==> config.mk <==
export PLATFORM = sky130hd
export DESIGN_NAME = crc32_fcs_appender
export DESIGN_NICKNAME = d
export VERILOG_FILES = /design/src/rtl/crc32_fcs_appender_pkg.sv /design/src/rtl/crc32_fcs_appender_fcs_merge.sv /design/src/rtl/crc32_fcs_appender.sv
export SDC_FILE = /design/constraint.sdc
export NUM_CORES = 1
export LEC_CHECK = 0
export CELL_PAD_IN_SITES_DETAIL_PLACEMENT = 1
export CELL_PAD_IN_SITES_GLOBAL_PLACEMENT = 1
export CORE_MARGIN = 2
export CORE_UTILIZATION = 45
export DETAILED_ROUTE_END_ITERATION = 6
export DONT_BUFFER_PORTS = 1
export MAX_ROUTING_LAYER = met4
export PLACE_DENSITY = 0.77
export SETUP_SLACK_MARGIN = 0.5
export SLEW_MARGIN = 20
export SYNTH_ARGS = -nofsm -noshare
export SYNTH_HDL_FRONTEND = slang
export SYNTH_SLANG_ARGS = --single-unit
==> constraint.sdc <==
create_clock -name clk -period 2.7 [get_ports clk]
set_clock_uncertainty 0.05 [all_clocks]
set_input_delay 0.27 -clock clk [delete_from_list [all_inputs] [get_ports clk]]
set_output_delay 0.27 -clock clk [all_outputs]
set_load 0.005 [all_outputs]
==> src/rtl/crc32_fcs_appender_pkg.sv <==
// Shared definitions for the CRC32 FCS appender.
//   - stream geometry constants (data/keep/checksum widths, FCS byte count)
//   - FSM state encoding
//   - helpers: keep-mask popcount, thermometer keep mask, FCS byte-lane merge
package crc32_fcs_appender_pkg;

    localparam int DATA_WIDTH = 256;
    localparam int KEEP_WIDTH = DATA_WIDTH / 8;
    localparam int CRC_WIDTH  = 32;
    localparam int FCS_BYTES  = CRC_WIDTH / 8;
    localparam int CNT_WIDTH  = $clog2(KEEP_WIDTH + 1);
    localparam int RES_WIDTH  = $clog2(FCS_BYTES + 1);

    typedef enum logic [1:0] {
        PASS       = 2'd0,
        WAIT_CRC   = 2'd1,
        EMIT_EXTRA = 2'd2
    } fsm_state_t;

    function automatic logic [CNT_WIDTH-1:0] popcount(input logic [KEEP_WIDTH-1:0] keep);
        logic [CNT_WIDTH-1:0] cnt;
        cnt = '0;
        for (int i = 0; i < KEEP_WIDTH; i++) begin
            cnt = cnt + CNT_WIDTH'(keep[i]);
        end
        return cnt;
    endfunction

    // Lowest 'count' bits set; count may range 0..KEEP_WIDTH+FCS_BYTES.
    function automatic logic [KEEP_WIDTH-1:0] keep_mask(input int count);
        logic [KEEP_WIDTH-1:0] mask;
        for (int i = 0; i < KEEP_WIDTH; i++) begin
            mask[i] = (i < count);
        end
        return mask;
    endfunction

    // Bytes below n come from data, bytes n..n+3 carry the checksum
    // (least significant byte first), everything above is zero.
    function automatic logic [DATA_WIDTH-1:0] merge_fcs(input logic [DATA_WIDTH-1:0] data,
                                                       input int n,
                                                       input logic [CRC_WIDTH-1:0] crc);
        logic [DATA_WIDTH-1:0] res;
        res = '0;
        for (int i = 0; i < KEEP_WIDTH; i++) begin
            if (i < n) begin
                res[i*8 +: 8] = data[i*8 +: 8];
            end else if (i - n < FCS_BYTES) begin
                res[i*8 +: 8] = 8'(crc >> (8 * (i - n)));
            end
        end
        return res;
    endfunction

endpackage

==> src/rtl/crc32_fcs_appender_fcs_merge.sv <==
// Combinational FCS merge for the last beat of a frame.
//   hold_data      : stored last input beat
//   hold_count     : number of valid bytes in that beat (n)
//   crc            : checksum of the frame
//   merged_data/keep/last : beat to emit on the checksum handshake
//   residual_data/count   : FCS bytes that did not fit, right-aligned, and how many
module crc32_fcs_appender_fcs_merge
    import crc32_fcs_appender_pkg::*;
(
    input  logic [DATA_WIDTH-1:0] hold_data,
    input  logic [CNT_WIDTH-1:0]  hold_count,
    input  logic [CRC_WIDTH-1:0]  crc,
    output logic [DATA_WIDTH-1:0] merged_data,
    output logic [KEEP_WIDTH-1:0] merged_keep,
    output logic                  merged_last,
    output logic [CRC_WIDTH-1:0]  residual_data,
    output logic [RES_WIDTH-1:0]  residual_count
);

    int n_bytes;

    always_comb begin
        n_bytes     = int'(hold_count);
        merged_data = merge_fcs(hold_data, n_bytes, crc);
        if (n_bytes <= KEEP_WIDTH - FCS_BYTES) begin
            merged_keep    = keep_mask(n_bytes + FCS_BYTES);
            merged_last    = 1'b1;
            residual_data  = '0;
            residual_count = '0;
        end else begin
            // Only KEEP_WIDTH-n FCS bytes fit; the rest spill into an extra beat.
            merged_keep    = '1;
            merged_last    = 1'b0;
            residual_data  = crc >> (8 * (KEEP_WIDTH - n_bytes));
            residual_count = RES_WIDTH'(n_bytes + FCS_BYTES - KEEP_WIDTH);
        end
    end

endmodule

==> src/rtl/crc32_fcs_appender.sv <==
// Appends the 4-byte FCS to each AXI-Stream frame on the TX path.
//   clk, reset_n                 : clock, asynchronous active-low reset
//   s_data_stream_*              : input frame (tdata/tkeep/tlast, valid/ready)
//   s_crc_stream_*               : one checksum per frame, in frame order
//   m_data_stream_*              : output frame with FCS appended
// Non-last beats pass through with one cycle latency; the last beat is held
// until its checksum arrives, then emitted with the FCS merged in, plus an
// extra beat when the FCS does not fit.
//
// state      | meaning
// PASS       | forwarding beats; last beat is captured into the hold register
// WAIT_CRC   | holding last beat, waiting for the checksum handshake
// EMIT_EXTRA | emitting the FCS bytes that spilled past the last beat
module crc32_fcs_appender
    import crc32_fcs_appender_pkg::*;
(
    input  logic                  clk,
    input  logic                  reset_n,
    input  logic                  s_data_stream_tvalid,
    output logic                  s_data_stream_tready,
    input  logic                  s_data_stream_tlast,
    input  logic [DATA_WIDTH-1:0] s_data_stream_tdata,
    input  logic [KEEP_WIDTH-1:0] s_data_stream_tkeep,
    input  logic                  s_crc_stream_valid,
    output logic                  s_crc_stream_ready,
    input  logic [CRC_WIDTH-1:0]  s_crc_stream_data,
    output logic                  m_data_stream_tvalid,
    input  logic                  m_data_stream_tready,
    output logic                  m_data_stream_tlast,
    output logic [DATA_WIDTH-1:0] m_data_stream_tdata,
    output logic [KEEP_WIDTH-1:0] m_data_stream_tkeep
);

    fsm_state_t state, state_nxt;

    logic                  out_valid;
    logic [DATA_WIDTH-1:0] out_data;
    logic [KEEP_WIDTH-1:0] out_keep;
    logic                  out_last;

    logic [DATA_WIDTH-1:0] hold_data;
    logic [CNT_WIDTH-1:0]  hold_count;
    logic [CRC_WIDTH-1:0]  res_data;
    logic [RES_WIDTH-1:0]  res_count;

    logic [DATA_WIDTH-1:0] merged_data;
    logic [KEEP_WIDTH-1:0] merged_keep;
    logic                  merged_last;
    logic [CRC_WIDTH-1:0]  merged_res_data;
    logic [RES_WIDTH-1:0]  merged_res_count;

    logic                  out_free;
    logic                  data_fire;
    logic                  crc_fire;
    logic                  load_out;
    logic [DATA_WIDTH-1:0] load_data;
    logic [KEEP_WIDTH-1:0] load_keep;
    logic                  load_last;

    crc32_fcs_appender_fcs_merge u_fcs_merge (
        .hold_data      (hold_data),
        .hold_count     (hold_count),
        .crc            (s_crc_stream_data),
        .merged_data    (merged_data),
        .merged_keep    (merged_keep),
        .merged_last    (merged_last),
        .residual_data  (merged_res_data),
        .residual_count (merged_res_count)
    );

    assign out_free  = !out_valid || m_data_stream_tready;
    assign data_fire = s_data_stream_tvalid && s_data_stream_tready;
    assign crc_fire  = s_crc_stream_valid && s_crc_stream_ready;

    always_ff @(posedge clk or negedge reset_n) begin
        if (!reset_n) begin
            state <= PASS;
        end else begin
            state <= state_nxt;
        end
    end

    always_comb begin
        state_nxt = state;
        case (state)
            PASS:       if (data_fire && s_data_stream_tlast) state_nxt = WAIT_CRC;
            WAIT_CRC:   if (crc_fire) state_nxt = merged_last ? PASS : EMIT_EXTRA;
            EMIT_EXTRA: if (out_free) state_nxt = PASS;
            default:    state_nxt = PASS;
        endcase
    end

    always_comb begin
        s_data_stream_tready = 1'b0;
        s_crc_stream_ready   = 1'b0;
        load_out             = 1'b0;
        load_data            = '0;
        load_keep            = '0;
        load_last            = 1'b0;
        case (state)
            PASS: begin
                s_data_stream_tready = out_free;
                if (s_data_stream_tvalid && out_free && !s_data_stream_tlast) begin
                    load_out  = 1'b1;
                    load_data = s_data_stream_tdata;
                    load_keep = s_data_stream_tkeep;
                end
            end
            WAIT_CRC: begin
                s_crc_stream_ready = out_free;
                if (s_crc_stream_valid && out_free) begin
                    load_out  = 1'b1;
                    load_data = merged_data;
                    load_keep = merged_keep;
                    load_last = merged_last;
                end
            end
            EMIT_EXTRA: begin
                if (out_free) begin
                    load_out  = 1'b1;
                    load_data = DATA_WIDTH'(res_data);
                    load_keep = keep_mask(int'(res_count));
                    load_last = 1'b1;
                end
            end
            default: ;
        endcase
    end

    // A beat that drains without a replacement clears only valid; the
    // stale payload is invisible while valid is low.
    always_ff @(posedge clk or negedge reset_n) begin
        if (!reset_n) begin
            out_valid <= 1'b0;
            out_data  <= '0;
            out_keep  <= '0;
            out_last  <= 1'b0;
        end else if (load_out) begin
            out_valid <= 1'b1;
            out_data  <= load_data;
            out_keep  <= load_keep;
            out_last  <= load_last;
        end else if (m_data_stream_tready) begin
            out_valid <= 1'b0;
        end
    end

    always_ff @(posedge clk or negedge reset_n) begin
        if (!reset_n) begin
            hold_data  <= '0;
            hold_count <= '0;
            res_data   <= '0;
            res_count  <= '0;
        end else begin
            if (data_fire && s_data_stream_tlast) begin
                hold_data  <= s_data_stream_tdata;
                hold_count <= popcount(s_data_stream_tkeep);
            end
            if (crc_fire) begin
                res_data  <= merged_res_data;
                res_count <= merged_res_count;
            end
        end
    end

    assign m_data_stream_tvalid = out_valid;
    assign m_data_stream_tdata  = out_data;
    assign m_data_stream_tkeep  = out_keep;
    assign m_data_stream_tlast  = out_last;

endmodule

==> results by group, run 1 <==
GRT
  – Total GRT Usage: 0.4880
  – Vias in the first global route: 34820
  – Initial antenna violation count: 30
  – Global-route wire length before repair: 245800 um
  – GRT overflow: 0
  – Largest net degree at the start of global routing: 590

Worst setup path
  – Worst path arrival time: 4.53 ns
  – Critical path's most frequent cell: fa_1
  – CP Max Fanout: 2
  – CP cell instances: inv_1 -> fa_1 -> fa_2 -> fa_2 -> fa_1 -> fa_1 -> fa_1 -> inv_2 -> ha_4 -> inv_2 -> fa_2 -> inv_2 -> a21o_1 -> a21oi_2 -> xor2_1 -> o21ai_1
  – Origin of the critical flop-to-flop path: state[0]$_DFFE_PN0P_
  – Startpoint Class: input pin
  – Worst reg2reg endpoint: m_data_stream_tdata[119]$_DFFE_PN0P_
  – CP Launch Point: s_data_stream_tkeep[3]
  – Req. time, crit path: 3.15 ns
  – Critical path class: input pin to flip-flop
  – Crit-path slowest cell: fa_1
  – Max incr delay on CP: 0.63 ns
  – Worst setup path endpoint: hold_count[4]$_DFFE_PN0P_
  – Register-to-Register Setup Slack: -0.47 ns
  – Endpoint class of the critical path: flip-flop
  – R2R cell count: 11

Timing
  – RSZ-0062 raised after global routing: yes
  – Fin crit period: 4.085 ns
  – Final Hold Viols: 2
  – PnR worst setup slack: -1.385 ns
  – Final Cycle Share: 1.513
  – Worst hold slack: -0.1553 ns
  – Least-Margin Pin Slew: 0.9680 ns
  – Slew headroom: 0.3535
  – Final setup fails: 18
  – Fin. max-slew vios: 0
  – Final TNS setup: -8.496 ns
  – Top achievable clock speed: 0.2448 GHz

Synth
  – Synth warn: 0
  – Prevailing post-synth register cell: dfrtp_1
  – Post-synthesis sequential area ratio: 0.4733
  – Syn nets: 3320
  – Synth async-reset ratio: 1.000
  – #FFs+latches synth: 589
  – Syn Inst Count: 2938
  – Unique masters post-synth: 89
  – Post-Syn Area per Cell: 10.60 um^2
  – Syn Std Cell Area: 0.03114 mm^2
  – Number of synthesized flops with an enable pin: 0

Status
  – Outcome: finished, violations left
  – Violated checks: negative hold slack, negative setup slack

Floorplan
  – Row count: 96
  – Initial Util: 0.4541
  – Core area: 0.06859 mm^2
  – Die Height: 267.1 um
  – Die area: 0.07133 mm^2
  – Top Ports: 618
  – Chip width: 267.1 um

Route
  – Final WL: 201200 um
  – DRC Markers: 0
  – Wire length per cell: 43.24 um
  – Pre-antenna DRT Iters: 7
  – DRT iter0 DRCs: 4749
  – Routed vias: 34950
  – Post-detailed-route via-to-cell ratio: 7.511
  – Post-route ant nets: 0

CTS
  – Root Buffer: clkbuf_16
  – CTS sink cnt: 589
  – Clock-pin slew on the worst setup and hold paths: 0.07 ns
  – CTS Buf Count: 68
  – CTS tree: done
  – H-tree Lvls: 3
  – Clk buf depth: 3
  – Clock Latency Late Sink: 0.68 ns

Final layout
  – Syn-to-layout area delta: 49.69%
  – Core Util, Final: 0.6797
  – Proportion of layout cells with a drive suffix above 1: 0.3936
  – Commonest non-fill, non-tap cell in the layout: dfrtp_1
  – Commonest cells after routing, fill and taps aside: dfrtp_1, dlygate4sd3_1, mux2_2, buf_4, nor2_1
  – Final nets: 4002

Run
  – Max-Cap Viols: 0

Place
  – Setup Slack @ Placement: -2.016 ns
  – Gpl congestion: 0.9382
  – Port Buffers: 0
  – Post-DP HPWL: 98190 um

Pwr
  – Final Power: 72.43 mW
  – VDD IR max: 0.7508 mV
  – Power Dens Cells: 1554 mW/mm^2
  – Leak: 18.99 nW

Worst hold path
  – Worst hold path class: input pin to flip-flop
  – Min-Delay Path Depth: 2
  – Hold path startpoint: s_data_stream_tkeep[2]
sequential cells by signal, indices dropped and copies added, names as in the netlist:
register              flops
hold_data               256
m_data_stream_tdata     256
m_data_stream_tkeep      32
res_data                 32
hold_count                6
res_count                 3
state                     2
m_data_stream_tlast       1
m_data_stream_tvalid      1
worst min-delay path by stage:
stage | endpoint | slack (ns)
final | hold_count[0]$_DFFE_PN0P_ | -0.16
after global routing | hold_count[0]$_DFFE_PN0P_ | -0.15
after CTS | hold_data[83]$_DFFE_PN0P_ | -0.70
after detailed placement | hold_data[83]$_DFFE_PN0P_ | -0.06
after global placement | m_data_stream_tdata[83]$_DFFE_PN0P_ | -0.06
after floorplan | hold_count[0]$_DFFE_PN0P_ | -0.08
stage by stage:
| step | hold slack (ns) | instance area (um^2) | std cells |
|---|---|---|---|
| finish | -0.1553 | 46620 | 4653 |
| floorplan | -0.07559 | 31900 | 2938 |
| CTS | -0.7045 | 43530 | 4478 |
| global placement | -0.06154 | 33730 | 3831 |
| detailed placement | -0.06208 | 33730 | 3831 |
| global route | -0.1499 | 46600 | 4647 |
cell type report:
type                    count  area, um^2
inverters                  87       420.4
well taps                 931        1165
multi-input cells        2024       17990
clock inverters            24       296.5
clock buffers              97        1942
fillers                  6540       21970
repair buffers            850        9930
flip-flops and latches    589       14750
diodes                     51       127.6
cells by family (layout without fill, tap and decap cells):
logic type	count (synthesis)	in the layout	share of synthesized area
AOI/OAI and AO/OA	1026	1026	0.2253
and+or+nand+nor	593	597	0.09385
DFF	589	589	0.4733
muxes	330	330	0.1266
buffers and inverters	329	1058	0.04821
adders and majority gates	56	56	0.02828
xor gates and xnor gates	15	15	0.004460
other	0	51	0
critical path: cells and delay by family:
family | cells | cell delay (ns)
adder cells (fa/ha/maj) | 8 | 3.51
XOR/XNOR | 1 | 0.19
AO/OA/AOI/OAI | 3 | 0.37
buffers and inverters | 4 | 0.17
layer usage:
| layer | track usage | share of wire | vias to the layer above |
|---|---|---|---|
| met1 | 0.5285 | 0.31 | 17350 |
| met3 | 0.1566 | 0.14 | 1646 |
| met5 | - | 0 | - |
| met4 | 0.3934 | 0.12 | 0 |
| met2 | 0.7383 | 0.43 | 3417 |
| li1 | - | - | 12530 |
cell usage after synthesis (9+ instances only):
| master | number | area (um^2) |
|---|---|---|
| nor3_1 | 9 | 45.04 |
| mux4_2 | 24 | 540.5 |
| nand2_1 | 168 | 630.6 |
| a22o_1 | 37 | 324.1 |
| o2bb2ai_1 | 9 | 78.83 |
| mux2i_1 | 34 | 340.3 |
| nand4_1 | 14 | 87.58 |
| o21ai_0 | 174 | 870.8 |
| nand3_1 | 66 | 330.3 |
| a311oi_1 | 9 | 78.83 |
| a222oi_1 | 47 | 470.5 |
| buf_6 | 12 | 135.1 |
| o2111ai_1 | 10 | 87.58 |
| fa_1 | 24 | 480.5 |
| and2_1 | 21 | 131.4 |
| o22a_1 | 9 | 78.83 |
| dfrtp_1 | 589 | 14740 |
| nor2_1 | 187 | 701.9 |
| a221oi_1 | 18 | 157.7 |
| buf_4 | 16 | 120.1 |
| a21oi_1 | 182 | 910.9 |
| o21ai_1 | 31 | 155.2 |
| a32oi_1 | 21 | 183.9 |
| nor3b_1 | 10 | 75.07 |
| clkbuf_1 | 107 | 401.6 |
| inv_1 | 82 | 307.8 |
| a32o_1 | 17 | 170.2 |
| ha_1 | 32 | 400.4 |
| mux2_2 | 272 | 3063 |
| buf_2 | 93 | 465.5 |
| o21a_1 | 82 | 615.6 |
| a22oi_1 | 58 | 435.4 |
| a31oi_1 | 116 | 725.7 |
| nand2b_1 | 13 | 81.33 |
| buf_1 | 14 | 52.55 |
| nor2b_1 | 28 | 175.2 |
| nor4_1 | 25 | 156.4 |
| a211oi_1 | 17 | 127.6 |
| o211ai_1 | 54 | 405.4 |
| a41oi_1 | 10 | 87.58 |
| o22ai_1 | 63 | 394.1 |
report_power, final:
group	switching [mW]	internal [mW]
Sequential	4.87	13.0
Combinational	25.6	18.8
Clock	4.58	5.54
timing repair:
action | in CTS | in global routing
setup endpoints to repair | 339 | 555
buffers inserted | 191 | 101
pin swaps | 236 | 254
hold buffers | 307 | 2
endpoints found under the hold margin | 1141 | 150
cloned | 28 | 17
resized for setup | 454 | 400
Power figures use the tool's default switching activity.
==> inputs of run 2 (changes only) <==
Settings changed: CELL_PAD_IN_SITES_DETAIL_PLACEMENT 1 to default, CELL_PAD_IN_SITES_GLOBAL_PLACEMENT 1 to default, CORE_AREA from default to 2 2 242 244, CORE_MARGIN 2 to default, CORE_UTILIZATION 45 to default, DIE_AREA from default to 0 0 244 246, PLACE_DENSITY 0.77 to 0.73.
==> run 2 against run 1 <==
Net effect: the flow finishes with violations (design-rule violations, negative hold slack, max-slew violations, negative setup slack); worst hold slack worse by 0.53 ns; critical path depth did not move; clock-buffer cell count unchanged; non-clock buffer count shrank 38.
==> results by group, run 2 (synthesized netlist as in run 1, its figures left out) <==
Status
  – Outcome: finished, violations left
  – Violated checks: design-rule violations, negative hold slack, max-slew violations, negative setup slack

Timing
  – Final setup fails: 7 (-11)
  – Fin. max-slew vios: 229 (+229)
  – PnR worst setup slack: -1.285 ns (+0.09977 ns)
  – RSZ-0062 raised after global routing: yes
  – Slew headroom: -0.5027 (-0.8562)
  – Fin crit period: 3.985 ns (-0.09977 ns)
  – Top achievable clock speed: 0.2509 GHz (+2.5%)
  – Final Hold Viols: 592 (+590)
  – Worst hold slack: -0.6902 ns (-0.5349 ns)
  – Final TNS setup: -6.734 ns (+1.763 ns)
  – Least-Margin Pin Slew: 2.254 ns (+1.286 ns)
  – Final Cycle Share: 1.476 (-0.03695)

CTS
  – CTS sink cnt: 589 (unchanged)
  – CTS Buf Count: 66 (-2.9%)
  – Clock Latency Late Sink: 0.60 ns (-0.08 ns)
  – H-tree Lvls: 3 (unchanged)
  – Clk buf depth: 3 (unchanged)
  – CTS tree: done
  – Root Buffer: clkbuf_16
  – Hold buffers post-CTS: 308 (+0.33%)
  – Clock-pin slew on the worst setup and hold paths: 0.06 ns (about the same)

Floorplan
  – Core area: 0.05737 mm^2 (-16%)
  – Die Height: 246 um (-7.9%)
  – Top Ports: 618 (unchanged)
  – Die area: 0.06002 mm^2 (-16%)
  – Row count: 88 (-8.3%)
  – Initial Util: 0.5429 (+0.08882)
  – Chip width: 244 um (-8.6%)

Route
  – Pre-antenna DRT Iters: 7 (unchanged)
  – Post-route ant nets: 0 (unchanged)
  – Post-detailed-route via-to-cell ratio: 7.284 (-3.0%)
  – Wire length per cell: 34.59 um (-20%)
  – Routed vias: 32110 (-8.1%)
  – DRT iter0 DRCs: 4215 (-11%)
  – Final WL: 152500 um (-24%)
  – DRC Markers: 11 (+11)

Worst setup path
  – Endpoint class of the critical path: flip-flop
  – Worst path arrival time: 4.39 ns (-0.14 ns)
  – Req. time, crit path: 3.10 ns (-0.05 ns)
  – R2R cell count: 8 (-3)
  – Critical path class: input pin to flip-flop
  – Worst reg2reg endpoint: m_data_stream_tdata[143]$_DFFE_PN0P_
  – Startpoint Class: input pin
  – Origin of the critical flop-to-flop path: hold_count[1]$_DFFE_PN0P_
  – Register-to-Register Setup Slack: -0.03 ns (+0.44 ns)
  – CP Max Fanout: 2 (unchanged)

GRT
  – Vias in the first global route: 30010 (-14%)
  – Largest net degree at the start of global routing: 590 (unchanged)
  – Total GRT Usage: 0.4619 (-0.02615)
  – Grt met1 use: 0.5539 (+0.02536)
  – Global-route wire length before repair: 201100 um (-18%)
  – Initial antenna violation count: 9 (-70%)
  – GRT overflow: 0 (unchanged)
  – GR peak layer: met2
  – GR met3 Demand/Resource: 0.1303 (-0.02630)
  – Met2 Usage GRT: 0.6917 (-0.04664)

Pwr
  – Power Dens Cells: 1450 mW/mm^2 (-6.7%)
  – Leak: 18.60 nW (-2.0%)
  – VDD IR max: 0.8662 mV (+15%)

Run
  – Max-Cap Viols: 0 (unchanged)

Final layout
  – Commonest cells after routing, fill and taps aside: dfrtp_1, dlygate4sd3_1, mux2_2, buf_4, nor2_1
  – Proportion of layout cells with a drive suffix above 1: 0.3821 (-0.01153)
  – Syn-to-layout area delta: 46.15%
  – Commonest non-fill, non-tap cell in the layout: dfrtp_1
  – Final nets: 3964 (-0.95%)

Place
  – Port Buffers: 0 (unchanged)
  – Setup Slack @ Placement: -1.919 ns (+0.09648 ns)
  – Gpl congestion: 1.011 (+7.8%)
  – Post-DP HPWL: 89060 um (-9.3%)

Worst hold path
  – Worst hold path class: input pin to async pin
## run 2: critical path: stages
cell     delay (ns)
fa_1           0.56
inv_1          0.06
fa_2           0.55
fa_1           0.43
fa_1           0.49
fa_1           0.53
fa_1           0.43
inv_2          0.09
ha_4           0.14
inv_2          0.04
fa_2           0.35
inv_1          0.06
a21o_1         0.11
a21oi_2        0.06
xor2_1         0.16
o21ai_1        0.08
## run 2: layer usage
metal,part of all wire,vias to the layer above
li1,-,12430
met1,0.33,15890
met2,0.44,2842
met3,0.13,945
met4,0.098,0
met5,0,-
## run 2: what timing repair did
action / 4_1_cts / 5_1_grt
setup endpoints to repair: 379 / 354
setup buffers: 156 / 147
pin swaps: 224 / 269
hold endpoints to repair: 1143 / 591
cloned: 17 / 30
resized for setup: 419 / 377
## run 2: power by group
part / total [mW] / leakage, nW / internal (mW) / switching (mW)
logic: 39.6 / 10.3 / 18.0 / 21.7
clock network: 9.44 / 1.11 / 5.58 / 3.86
registers: 16.9 / 7.19 / 13.1 / 3.86
total: 66.0 / 18.6 / 36.6 / 29.4
## run 2: worst max-delay path by stage
stage	slack, ns	end	cells past startpoint	start
2_1_floorplan	-1.67	hold_count[4]$_DFFE_PN0P_	16	s_data_stream_tkeep[17]
3_3_place_gp	-1.85	hold_count[4]$_DFFE_PN0P_	16	s_data_stream_tkeep[17]
3_5_place_dp	-1.92	hold_count[4]$_DFFE_PN0P_	16	s_data_stream_tkeep[17]
4_1_cts	-1.26	hold_count[4]$_DFFE_PN0P_	16	s_data_stream_tkeep[17]
5_1_grt	-1.38	hold_count[4]$_DFFE_PN0P_	16	s_data_stream_tkeep[17]
6_report	-1.29	hold_count[4]$_DFFE_PN0P_	16	s_data_stream_tkeep[17]
## run 2: cell type report
cell class	count	area, um^2
sequential	589	14750
inverter	87	391.6
tap	765	957.2
clock buffer	97	2022
multi-input combinational	2026	17930
timing repair buffer	812	9215
antenna	13	32.53
fill	3266	11850
clock inverter	19	219.0
## run 2: per-stage QoR
step           total power, mW  hold slack (ns)  area [um^2]    util  instances
2_1_floorplan            32.76         -0.07559        31900       -       2938
3_3_place_gp             41.08         -0.05814        33010  0.5754       3621
3_5_place_dp             41.96         -0.05885        33010  0.5754       3621
4_1_cts                  57.56          -0.7007        42010  0.7322       4218
5_1_grt                  67.75          -0.7046        45500  0.7933       4404
6_report                 65.99          -0.6902        45510  0.7934       4408
